## config.mk

```make
export PLATFORM = sky130hd
export DESIGN_NAME = fp_chia_flat
export DESIGN_NICKNAME = d
export VERILOG_FILES = /design/src/rtl/fp_chia_if.sv /design/src/rtl/fp_chia.sv /design/src/flat_wrapper.sv
export SDC_FILE = /design/constraint.sdc
export NUM_CORES = 1
export LEC_CHECK = 0
export ABC_AREA = 0
export BUFFER_PORTS_ARGS = -buffer_cell sky130_fd_sc_hd__clkbuf_2
export CAP_MARGIN = 10
export CELL_PAD_IN_SITES_DETAIL_PLACEMENT = 0
export CELL_PAD_IN_SITES_GLOBAL_PLACEMENT = 1
export CORE_MARGIN = 3
export CORE_UTILIZATION = 41
export DETAILED_ROUTE_END_ITERATION = 7
export GPL_TIMING_DRIVEN = 0
export PLACE_DENSITY = 0.81
export RECOVER_POWER = 100
export SLEW_MARGIN = 20
export SYNTH_ARGS = -nofsm -noshare
export SYNTH_HDL_FRONTEND = slang
export SYNTH_SLANG_ARGS = --single-unit
```

## constraint.sdc

```tcl
create_clock -name clk -period 2.46 [get_ports clk]
set_clock_uncertainty 0.05 [all_clocks]
set_input_delay 0.492 -clock clk [delete_from_list [all_inputs] [get_ports clk]]
set_output_delay 0.492 -clock clk [all_outputs]
set_load 0.005 [all_outputs]
```

## src/rtl/fp_chia_if.sv

```systemverilog
// Operand/result handshake bundle for the fp_chia FP32 divider.
// The slave modport is the divider; the master modport is the producer/consumer side.
interface fp_chia_if;
  logic        in_valid;
  logic        in_ready;
  logic [31:0] InA;
  logic [31:0] InB;
  logic        out_valid;
  logic        out_ready;
  logic [31:0] Out;

  modport slave (
    input  in_valid, InA, InB, out_ready,
    output in_ready, out_valid, Out
  );

  modport master (
    output in_valid, InA, InB, out_ready,
    input  in_ready, out_valid, Out
  );
endinterface

```

## src/rtl/fp_chia.sv

```systemverilog
// Sequential FP32 divider (Out = InA / InB), radix-2 restoring, one quotient bit per clock.
// Define FP_CHIA_RNE_EN for round-to-nearest-even; the default build truncates.
module fp_chia (
  input  logic     clk,
  input  logic     rst_n,
  fp_chia_if.slave bus
);

  typedef enum logic [1:0] {IDLE, DIV, NORM, DONE} state_t;

  state_t      state;
  state_t      state_next;
  logic        sign;
  logic        zero_a;
  logic        zero_b;
  logic [7:0]  e;
  logic [23:0] mb;
  logic [25:0] rem;
  logic [25:0] q;
  logic [4:0]  cnt;
  logic [31:0] out_r;

  logic [25:0] rem_diff;
  logic        rem_ge;
  logic [22:0] mant;
  logic [7:0]  exp_n;
  logic [31:0] result;

  always_ff @(posedge clk or negedge rst_n) begin
    if (!rst_n) begin
      state <= IDLE;
    end else begin
      state <= state_next;
    end
  end

  always_comb begin
    state_next = state;
    case (state)
      IDLE: if (bus.in_valid) state_next = DIV;
      DIV:  if (cnt == 5'd25) state_next = NORM;
      NORM: state_next = DONE;
      DONE: if (bus.out_ready) state_next = IDLE;
      default: state_next = IDLE;
    endcase
  end

  always_comb begin
    bus.in_ready  = (state == IDLE);
    bus.out_valid = (state == DONE);
  end

  assign bus.Out  = out_r;
  assign rem_diff = rem - {2'b00, mb};
  assign rem_ge   = (rem >= {2'b00, mb});

  // Quotient of two normalised mantissas lies in (0.5, 2), so q[25] or q[24] is the leading one.
  always_comb begin
    if (q[25]) begin
      mant  = q[24:2];
      exp_n = e;
    end else begin
      mant  = q[23:1];
      exp_n = e - 8'd1;
    end
`ifdef FP_CHIA_RNE_EN
    begin
      logic        guard;
      logic        sticky;
      logic [23:0] mant_inc;
      guard    = q[25] ? q[1] : q[0];
      sticky   = q[25] ? (q[0] | (rem != 26'd0)) : (rem != 26'd0);
      mant_inc = {1'b0, mant} + 24'd1;
      if (guard & (sticky | mant[0])) begin
        mant = mant_inc[22:0];
        if (mant_inc[23]) exp_n = exp_n + 8'd1;
      end
    end
`endif
    if (zero_a) begin
      result = 32'h0000_0000;
    end else if (zero_b) begin
      result = {sign, 8'hFF, 23'd0};
    end else begin
      result = {sign, exp_n, mant};
    end
  end

  always_ff @(posedge clk or negedge rst_n) begin
    if (!rst_n) begin
      sign   <= 1'b0;
      zero_a <= 1'b0;
      zero_b <= 1'b0;
      e      <= 8'd0;
      mb     <= 24'd0;
      rem    <= 26'd0;
      q      <= 26'd0;
      cnt    <= 5'd0;
      out_r  <= 32'd0;
    end else begin
      case (state)
        IDLE: begin
          if (bus.in_valid) begin
            sign   <= bus.InA[31] ^ bus.InB[31];
            zero_a <= (bus.InA == 32'd0);
            zero_b <= (bus.InB == 32'd0);
            e      <= bus.InA[30:23] - bus.InB[30:23] + 8'd127;
            mb     <= {1'b1, bus.InB[22:0]};
            rem    <= {2'b01, bus.InA[22:0]};
            q      <= 26'd0;
            cnt    <= 5'd0;
          end
        end
        DIV: begin
          if (rem_ge) begin
            rem <= {rem_diff[24:0], 1'b0};
            q   <= {q[24:0], 1'b1};
          end else begin
            rem <= {rem[24:0], 1'b0};
            q   <= {q[24:0], 1'b0};
          end
          cnt <= cnt + 5'd1;
        end
        NORM: out_r <= result;
        default: ;
      endcase
    end
  end

endmodule

```

## src/flat_wrapper.sv

```systemverilog
// flat-port wrapper written by rule: the top's interface ports become plain ports
module fp_chia_flat 
  (clk, rst_n, bus_in_valid, bus_InA, bus_InB, bus_out_ready, bus_in_ready, bus_out_valid, bus_Out);
  fp_chia_if bus_i ();
  input  logic clk;
  input  logic rst_n;
  input wire logic [$bits(bus_i.in_valid)-1:0] bus_in_valid;
  input wire logic [$bits(bus_i.InA)-1:0] bus_InA;
  input wire logic [$bits(bus_i.InB)-1:0] bus_InB;
  input wire logic [$bits(bus_i.out_ready)-1:0] bus_out_ready;
  output wire logic [$bits(bus_i.in_ready)-1:0] bus_in_ready;
  output wire logic [$bits(bus_i.out_valid)-1:0] bus_out_valid;
  output wire logic [$bits(bus_i.Out)-1:0] bus_Out;
  assign bus_i.in_valid = bus_in_valid;
  assign bus_i.InA = bus_InA;
  assign bus_i.InB = bus_InB;
  assign bus_i.out_ready = bus_out_ready;
  assign bus_in_ready = bus_i.in_ready;
  assign bus_out_valid = bus_i.out_valid;
  assign bus_Out = bus_i.Out;
  fp_chia u_core (.clk(clk), .rst_n(rst_n), .bus(bus_i));
endmodule
```

==> out/qor.txt <==
Final worst setup slack: -0.336 ns
Die area: 19900 sq um
Routed vias: 6254
Non-filler cells, final: 1142
Port bufs: 101
Max clock buf depth: 2
Routed vias/inst: 5.48
Least-Margin Pin Slew: 1.26 ns
FF+latch count, synth: 126
Hold path depth: 2
Die height: 141 um
RR Endpoint: u_core.rem[2]
Syn. warnings: 0
Post-synthesis xor/xnor area fraction: 4.32%
Critical Path Source Type: register
Dpl ws: -0.516 ns
FMAX: 0.358 GHz
Sequential share of the synthesized area: 42.1%
Crit Path Category: reg -> reg
Grt ovf: 0
Commonest non-fill, non-tap cell in the layout: dfrtp_1
Status: complete, but fails checks
Maxcap violations: 0
Post-route design area: 9300 sq um
Final hold viol count: 0
CORE AREA: 17600 sq um
R2R cell count: 14
Largest net degree at the start of global routing: 80
Internal reg-to-reg setup slack: -0.34 ns
Adder-cell area share of the yosys netlist: 7.88%
Ant. Diodes: 0
Vias in the first global route: 6066
CP Capture Type: register
Max VDD drop: 0.765 mV
Hold EP: u_core.mb[11]
Fin Hold WS: 0.260 ns
Placed cells: 1094
R2R Path Start: u_core.rem[0]
Yosys cell types: 68
Ys flop type: dfrtp_1
Starting Density: 42.6%
First-pass DRT Iterations: 4
Final net count: 1019
Initial antenna violation count: 0
Post-synth EDFFs: 0
CP arrival: 3.06 ns
Critical-path maximum fanout: 7
Chip Width: 141 um
Slew headroom: 15.9%
Setup violators final: 50
Most frequent cells in the layout: 123 x dfrtp_1, 94 x clkbuf_2, 64 x inv_1
Post-synthesis mux area share: 9.65%
Leak: 4.15 nW
Clk pin slew, worst setup/hold paths: 0.06 ns
Fin. max-slew vios: 0
Cell Chain, Critical Path: inv_2 > ha_4 > inv_2 > fa_2 > a211oi_4 > o21ai_2 > a21oi_2 > nand4_1 > a21oi_4 > buf_12 > buf_6 > mux2i_4 > a21oi_2 > a21o_1
Residual DRC: 0
Cts bufs inserted: 17
HP Class: in -> reg
First-pass GRT wire length: 32300 um
Antenna viol nets, final: 0
Async SR Flop Fraction: 100%
Synthesized area per cell: 9.77 sq um
Largest family of logic cells by synthesized area: compound AO/OA/AOI/OAI gates
Worst Hold Launch: bus_InB[11]
Routed length per instance: 17.9 um
Top Ports: 102
Mapped Area: 7490 sq um
Clock sink total: 126
CTS H-tree lvls: 4
Min Tclk post-route: 2.80 ns
Root Driver: clkbuf_16
Placer Congestion: 0.880
Layout cells sized above 1: 26.6%
Syn Nets: 881
Power per cell area: 1610 nW/um^2
Failing checks: negative setup slack
Post-synthesis compound-gate area fraction: 18.8%
DPL Wire Length: 14700 um
TritonCTS clock tree: done
Floorplan row count: 48
Post-Route WL: 20400 um
RSZ-0062 raised after global routing: yes
Slowest CP cell: dfrtp_1
DR iter-0 viols: 313
Simple-gate share of the synthesized area: 11.6%
Gate Count Post-Synth: 767
Dpl cell area: 8320 sq um
Clk_lat worst skew: 0.43 ns
Area Overhead vs Synth: 24.1%
Final period util: 114%
Worst Path Required: 2.73 ns
Max stage delay on crit path: 0.39 ns
Total track usage: 20.6%
## cell families (layout without fill, tap and decap cells)
group           Yosys count  in the layout
flops                   126            126
mux                      68             68
simple gates            178            178
compound gates          208            208
buf+inv                 104            254
xor+xnor                 37             37
fa+ha+maj                46             46
## synth_stat cells (5+ instances only)
cell type	n	area, sq um
dfrtp_1	126	3150
inv_1	67	251
nor2_1	53	199
nand2_1	49	184
o21ai_0	45	225
ha_1	44	551
mux2_2	34	383
mux2i_1	34	340
a21oi_1	33	165
o22ai_1	31	194
a22o_1	26	228
clkbuf_1	21	78.8
xor2_1	20	175
nor4_1	19	119
xnor2_1	17	149
nand4_1	11	68.8
nor3_1	11	55.1
a211oi_1	10	75.1
a21o_1	10	75.1
o21ai_1	9	45.0
buf_1	8	30.0
nand3_1	5	25.0
## sequential cells by signal, indices dropped and copies added, names as in the netlist
register and flops:
u_core.bus.Out 32, u_core.q 26, u_core.rem 26, u_core.mb 24, u_core.e 8, u_core.cnt 5, u_core.state 2, u_core.sign 1
u_core.zero_a 1, u_core.zero_b 1
## metrics by stage
step,utilization [%],setup TNS (ns),power (W)
floorplan,-,-1.21,0.00914
global placement,47.1,-167.99,0.0111
detailed placement,47.3,-15.46,0.0112
CTS,51.8,-6.65,0.0142
global route,52.9,-15.21,0.0160
finish,52.9,-6.90,0.0150
## worst max path at each step
stage | from | end | slack [ns] | cells past startpoint
after floorplan | u_core.rem[0] | u_core.rem[1] | -0.13 | 12
after global placement | rst_n | u_core.mb[4] | -1.24 | 1
after detailed placement | u_core.rem[0] | u_core.rem[20] | -0.52 | 13
after CTS | u_core.rem[0] | u_core.rem[2] | -0.31 | 14
after global routing | u_core.rem[0] | u_core.rem[2] | -0.49 | 14
final | u_core.rem[0] | u_core.rem[2] | -0.34 | 14
## layout make-up
cell class                      instances  area [sq um]
Buffer                                 34           181
Clock buffer                           17           425
Inverter                               68           256
Tap cell                              225           282
Sequential cell                       126          3160
Timing Repair Buffer                  121           671
Multi-Input combinational cell        537          4200
Clock inverter                         14           133
Fill cell                            1617          8290
## repair_timing
| action | 4_1_cts | 5_1_grt |
|---|---|---|
| gates cloned | 1 | 0 |
| hold buffers | 1 | 0 |
| hold endpoints to repair | 47 | 0 |
| setup endpoints to repair | 73 | 70 |
| buffers inserted | 12 | 5 |
| resized for setup | 30 | 43 |
| pin swaps | 17 | 14 |
## per-layer routing
| metal | vias up | wire (um) | GRT usage (%) |
|---|---|---|---|
| met5 | - | 0 | 0 |
| met4 | 0 | 293 | 5.92 |
| met3 | 25 | 1100 | 4.31 |
| met2 | 175 | 9490 | 32.5 |
| met1 | 3006 | 9550 | 28.8 |
| li1 | 3048 | - | - |
## worst max-delay path: cells and delay by family (launching register included)
kind | cells | cell delay (ns)
AOI/OAI and AO/OA | 6 | 1.00
adders and majority gates | 2 | 0.50
DFF | 1 | 0.39
buffers and inverters | 4 | 0.35
muxes | 1 | 0.22
and+or+nand+nor | 1 | 0.18
## where the power goes
part           internal [W]  switching [W]
Sequential          0.00288       0.000623
Clock               0.00140        0.00103
Combinational       0.00400        0.00505
Total               0.00828        0.00670
Power figures use the tool's default switching activity.
